## src/rtl/zero_bist_if.sv

```systemverilog
// zero_bist_if: stimulus/response and status bundle between the BIST engine and its environment
interface zero_bist_if;
    logic       start;
    logic       is_zero;
    logic [7:0] n;
    logic       busy;
    logic       done;
    logic       pass;
    logic [3:0] fail_count;
    logic [3:0] fail_index;
    modport master (
        input  start, is_zero,
        output n, busy, done, pass, fail_count, fail_index
    );
    modport slave (
        output start, is_zero,
        input  n, busy, done, pass, fail_count, fail_index
    );
endinterface

```

## src/rtl/zero_bist.sv

```systemverilog
// zero_bist: walks a 13-entry vector table into a zero detector and scores its is_zero answers
module zero_bist #(
    parameter int unsigned SETTLE = 2
) (
    input  logic       clk,
    input  logic       reset,
    zero_bist_if.master bus
);
    typedef enum logic [2:0] {IDLE, APPLY, WAIT, CHECK, DONE} state_t;
    state_t     state_q, state_d;
    logic [3:0] idx_q, idx_d;
    logic [3:0] cnt_q, cnt_d;
    logic [3:0] fail_count_q, fail_count_d;
    logic [3:0] fail_index_q, fail_index_d;
    logic       pass_q, pass_d;
    logic [7:0] n_q, n_d;
    logic [7:0] vec;
    logic       exp_zero;
    logic       mismatch;
    // idx 0..7 walking one, then 0x00, 0xAA, 0x55, 0xFF, 0x00
    always_comb begin
        vec      = idx_q < 4'd8   ? 8'h01 << idx_q[2:0] :
                   idx_q == 4'd9  ? 8'hAA :
                   idx_q == 4'd10 ? 8'h55 :
                   idx_q == 4'd11 ? 8'hFF : 8'h00;
        exp_zero = idx_q == 4'd8 || idx_q == 4'd12;
        mismatch = bus.is_zero != exp_zero;
    end
    always_comb begin
        state_d      = state_q;
        idx_d        = idx_q;
        cnt_d        = cnt_q;
        n_d          = n_q;
        fail_count_d = fail_count_q;
        fail_index_d = fail_index_q;
        pass_d       = pass_q;
        case (state_q)
            IDLE: begin
                n_d = 8'h00;
                if (bus.start) begin
                    state_d      = APPLY;
                    idx_d        = 4'd0;
                    fail_count_d = 4'd0;
                    fail_index_d = 4'hF;
                    pass_d       = 1'b0;
                end
            end
            APPLY: begin
                n_d     = vec;
                cnt_d   = 4'(SETTLE - 1);
                state_d = WAIT;
            end
            WAIT: begin
                state_d = cnt_q == 4'd0 ? CHECK : WAIT;
                cnt_d   = cnt_q == 4'd0 ? cnt_q : cnt_q - 4'd1;
            end
            CHECK: begin
                if (mismatch) begin
                    fail_count_d = fail_count_q == 4'd15 ? 4'd15 : fail_count_q + 4'd1;
                    fail_index_d = fail_index_q == 4'hF ? idx_q : fail_index_q;
                end
                if (idx_q == 4'd12) begin
                    state_d = DONE;
                    n_d     = 8'h00;
                    pass_d  = fail_count_d == 4'd0;
                end else begin
                    state_d = APPLY;
                    idx_d   = idx_q + 4'd1;
                end
            end
            DONE:    state_d = IDLE;
            default: state_d = IDLE;
        endcase
    end
    always_ff @(posedge clk) begin
        if (reset) begin
            state_q      <= IDLE;
            idx_q        <= 4'd0;
            cnt_q        <= 4'd0;
            n_q          <= 8'h00;
            fail_count_q <= 4'd0;
            fail_index_q <= 4'hF;
            pass_q       <= 1'b0;
        end else begin
            state_q      <= state_d;
            idx_q        <= idx_d;
            cnt_q        <= cnt_d;
            n_q          <= n_d;
            fail_count_q <= fail_count_d;
            fail_index_q <= fail_index_d;
            pass_q       <= pass_d;
        end
    end
    assign bus.n          = n_q;
    assign bus.busy       = state_q == APPLY || state_q == WAIT || state_q == CHECK;
    assign bus.done       = state_q == DONE;
    assign bus.pass       = pass_q;
    assign bus.fail_count = fail_count_q;
    assign bus.fail_index = fail_index_q;
endmodule

```

## src/flat_wrapper.sv

```systemverilog
// flat-port wrapper written by rule: the top's interface ports become plain ports
module zero_bist_flat 
#(
    parameter int unsigned SETTLE = 2
)
  (clk, reset, bus_start, bus_is_zero, bus_n, bus_busy, bus_done, bus_pass, bus_fail_count, bus_fail_index);
  zero_bist_if bus_i ();
  input  logic clk;
  input  logic reset;
  input wire logic [$bits(bus_i.start)-1:0] bus_start;
  input wire logic [$bits(bus_i.is_zero)-1:0] bus_is_zero;
  output wire logic [$bits(bus_i.n)-1:0] bus_n;
  output wire logic [$bits(bus_i.busy)-1:0] bus_busy;
  output wire logic [$bits(bus_i.done)-1:0] bus_done;
  output wire logic [$bits(bus_i.pass)-1:0] bus_pass;
  output wire logic [$bits(bus_i.fail_count)-1:0] bus_fail_count;
  output wire logic [$bits(bus_i.fail_index)-1:0] bus_fail_index;
  assign bus_i.start = bus_start;
  assign bus_i.is_zero = bus_is_zero;
  assign bus_n = bus_i.n;
  assign bus_busy = bus_i.busy;
  assign bus_done = bus_i.done;
  assign bus_pass = bus_i.pass;
  assign bus_fail_count = bus_i.fail_count;
  assign bus_fail_index = bus_i.fail_index;
  zero_bist #(.SETTLE(SETTLE)) u_core (.clk(clk), .reset(reset), .bus(bus_i));
endmodule
```

## config.mk

```make
export PLATFORM = sky130hd
export DESIGN_NAME = zero_bist_flat
export DESIGN_NICKNAME = d
export VERILOG_FILES = /design/src/rtl/zero_bist_if.sv /design/src/rtl/zero_bist.sv /design/src/flat_wrapper.sv
export SDC_FILE = /design/constraint.sdc
export NUM_CORES = 1
export LEC_CHECK = 0
export ABC_AREA = 1
export BUFFER_PORTS_ARGS = -buffer_cell sky130_fd_sc_hd__buf_2
export CAP_MARGIN = 25
export CELL_PAD_IN_SITES_DETAIL_PLACEMENT = 0
export CELL_PAD_IN_SITES_GLOBAL_PLACEMENT = 2
export CORE_UTILIZATION = 31
export CTS_CLUSTER_SIZE = 30
export DETAILED_ROUTE_END_ITERATION = 10
export PLACE_DENSITY_LB_ADDON = 0.08
export SKIP_CTS_REPAIR_TIMING = 1
export SLEW_MARGIN = 25
export SYNTH_ARGS = -nofsm -noshare
export SYNTH_HDL_FRONTEND = slang
export SYNTH_SLANG_ARGS = --single-unit
export TNS_END_PERCENT = 100
```

## constraint.sdc

```tcl
create_clock -name clk -period 1.9 [get_ports clk]
set_clock_uncertainty 0.2 [all_clocks]
set_input_delay 0.19 -clock clk [delete_from_list [all_inputs] [get_ports clk]]
set_output_delay 0.19 -clock clk [all_outputs]
set_load 0.03 [all_outputs]
```

==> flow_summary.yaml <==
finish:
  mostFrequentLayoutCell: "nand2_1"
  mostFrequentLayoutCells: "nand2_1, nand3_1, dfxtp_1"
  fin_nets: 258
  fill_cells: 506
  stdcell_count: 311
  synthToLayoutAreaGrowth_pct: 19.1
  diodes: 0
  drive_gt1_share_pct: 24.2
pwr:
  p_leak_uw: 0.000815
  power_uw: 1640
  irDropWorstVdd_uv: 252
  power.density_nw_per_um2: 900
global_route:
  antenna_found_initial: 0
  grt_max_degree: 17
  grt_usage_pct: 15.7
  gr-total-overflow: 0
  grt_pass1_wl_um: 6470
  grt_pass1_vias: 1419
routing:
  wl_per_cell_um: 12.4
  first_pass_iters: 4
  ant_nets: 0
  drt_wl_total_um: 3850
  wl_met1_um: 1820
  route.met2.wl_um: 1880
  vias_per_cell: 4.72
  wl_met3_um: 135
  topRoutingLayerUsed: "met4"
  post-route-drc-count: 0
  dr_total_vias: 1468
  drt-initial-drc-count: 49
clock_network:
  insertion_delay_ns: 0.27
  cts.sink_count: 28
  root_buffer: "clkbuf_8"
  cts_tree: "built"
  numCtsBuffers: 3
  cts_max_level: 1
  cts_buffer_depth: 2
  path_clk_slew_ns: 0.09
min_path:
  hp-class: "in2reg"
floorplan:
  core_area_um2: 4720
  pin_count: 23
  initial_core_util_pct: 32.4
  die_height_um: 72.3
  rows: 25
  die-area_um2: 5220
  fp.dieW_um: 72.3
setup_path:
  cp_top_family: "compound AO/OA/AOI/OAI gates"
  crit_buf_inv: 1
  endpoint_kind: "flop"
  slowest_delay_ns: 0.35
  startpoint_type: "flop"
  worst_ep_arrival_time_ns: 1.73
  critPathSlowestCell: "dfxtp_1"
  cp.required_ns: 1.91
  path_cells: "buf_4 -> ha_1 -> nand3_1 -> o21ai_0 -> nor2_1 -> nor2_1 -> o21ai_0 -> a21oi_1"
  critPathMaxFanout: 4
  crit_type: "reg2reg"
timing:
  hold_violations: 0
  worstMarginPinSlew_ns: 0.425
  relSlewSlack_pct: 71.6
  setup_viol: 0
  maxSlewViolCount: 0
  rsz0062_at_grt: "no"
  min_period_ns: 1.72
  period_share_pct: 90.8
  fmax_mhz: 580
synth:
  avgSynthCellArea_um2: 7.05
  synth_nets: 229
  yosysWarnings: 0
  synth-seq-area-share_pct: 36.6
  synth_area_um2: 1530
  synth_seq_cells: 28
  synthCells: 217
  yosys.cell_types.count: 29
placement:
  numPortBuffers: 22
  dp.cells: 308
  hpwl_um: 3000
  place_congestion: 0.778
job:
  maxCapViolations: 0
outcome:
  status: "finished clean"
-- logic make-up (layout without fill, tap and decap cells) --
group | Yosys count | in the layout | synth area share [%]
AO/OA/AOI/OAI | 38 | 38 | 14.8
adder cells (fa/ha/maj) | 8 | 8 | 6.54
buffers and inverters | 30 | 57 | 7.52
flip-flops | 28 | 28 | 36.6
AND/OR/NAND/NOR | 113 | 113 | 34.5
-- cell type report --
| type | instances | area (um2) | share of cell area (%) |
|---|---|---|---|
| sequential | 28 | 562 | 30.8 |
| tap | 67 | 83.8 | 4.60 |
| clock buffer | 3 | 41.3 | 2.26 |
| timing repair buffer | 28 | 155 | 8.51 |
| multi-input combinational | 159 | 882 | 48.4 |
| inverter | 26 | 98.8 | 5.42 |
-- flip-flops by register name, summed over array words and instances, names as in the netlist --
signal,flops
u_core.bus.n,8
u_core.bus.fail_count,4
u_core.bus.fail_index,4
u_core.cnt_q,4
u_core.idx_q,4
u_core.state_q,3
u_core.bus.pass,1
-- per-layer routing --
layer  vias up  global-route usage [%]
li1        775                       -
met1       666                    20.1
met2        25                    28.0
met3         2                    1.81
met4         0                    3.92
met5         -                       0
-- power breakdown --
group / internal [uW] / total, uW / switching [uW]
clock network: 142 / 320 / 178
registers: 652 / 719 / 66.5
logic: 208 / 601 / 394
total: 1000 / 1640 / 638
-- final timing paths --
kind,start,endpoint,slack [ns],cells after the start
worst max register to register,u_core.idx_q[1]$_SDFFE_PP0P_,u_core.bus.n[1]$_SDFFE_PP0P_,0.18,8
worst min-delay path,reset,u_core.cnt_q[1]$_SDFFE_PP0P_,0.09,2
worst max-delay path,u_core.idx_q[1]$_SDFFE_PP0P_,u_core.bus.n[1]$_SDFFE_PP0P_,0.18,8
worst min register to register,u_core.bus.n[1]$_SDFFE_PP0P_,u_core.bus.n[1]$_SDFFE_PP0P_,0.27,2
-- synth_stat cells --
cell type | number | share of area (%)
and2_1 | 1 | 0.41
a31oi_1 | 1 | 0.41
clkinv_2 | 1 | 0.33
or2_2 | 1 | 0.41
a211oi_2 | 1 | 0.82
o21ai_1 | 10 | 3.3
inv_2 | 5 | 1.2
o21ai_0 | 9 | 2.9
nand3_1 | 28 | 9.2
buf_2 | 1 | 0.33
o22ai_1 | 1 | 0.41
nor2_2 | 3 | 1.2
nor3_1 | 6 | 2.0
dfxtp_1 | 28 | 37
nand4_1 | 1 | 0.41
nand3_4 | 1 | 1.1
nor3b_1 | 1 | 0.49
a21oi_4 | 1 | 1.1
clkbuf_1 | 3 | 0.74
ha_1 | 8 | 6.5
inv_1 | 20 | 4.9
a21oi_1 | 12 | 3.9
nand3_2 | 3 | 2.0
nor2_1 | 14 | 3.4
nand2_2 | 4 | 1.6
a311oi_1 | 1 | 0.57
nand2_1 | 50 | 12
a21oi_2 | 1 | 0.57
o211ai_2 | 1 | 0.82
-- per-stage QoR --
step	hold slack (ns)	area, um2	util (%)	setup WS [ns]	TNS (ns)
after detailed placement	0.254	1750	37.1	0.00403	0
after floorplan	0.213	1530	-	0.208	0
final	0.0857	1820	38.6	0.176	0
after CTS	0.0837	1790	38.0	-0.0259	-0.0696
after global placement	0.252	1750	37.1	0.113	0
after global routing	0.113	1820	38.6	0.00314	0
-- worst register-to-register path: stages (launching register included) --
cell and delay, ns:
dfxtp_1 0.35, buf_4 0.14, ha_1 0.19, nand3_1 0.10, o21ai_0 0.20, nor2_1 0.06, nor2_1 0.15, o21ai_0 0.14
a21oi_1 0.13
No activity file was read; power rests on OpenSTA's default activity.
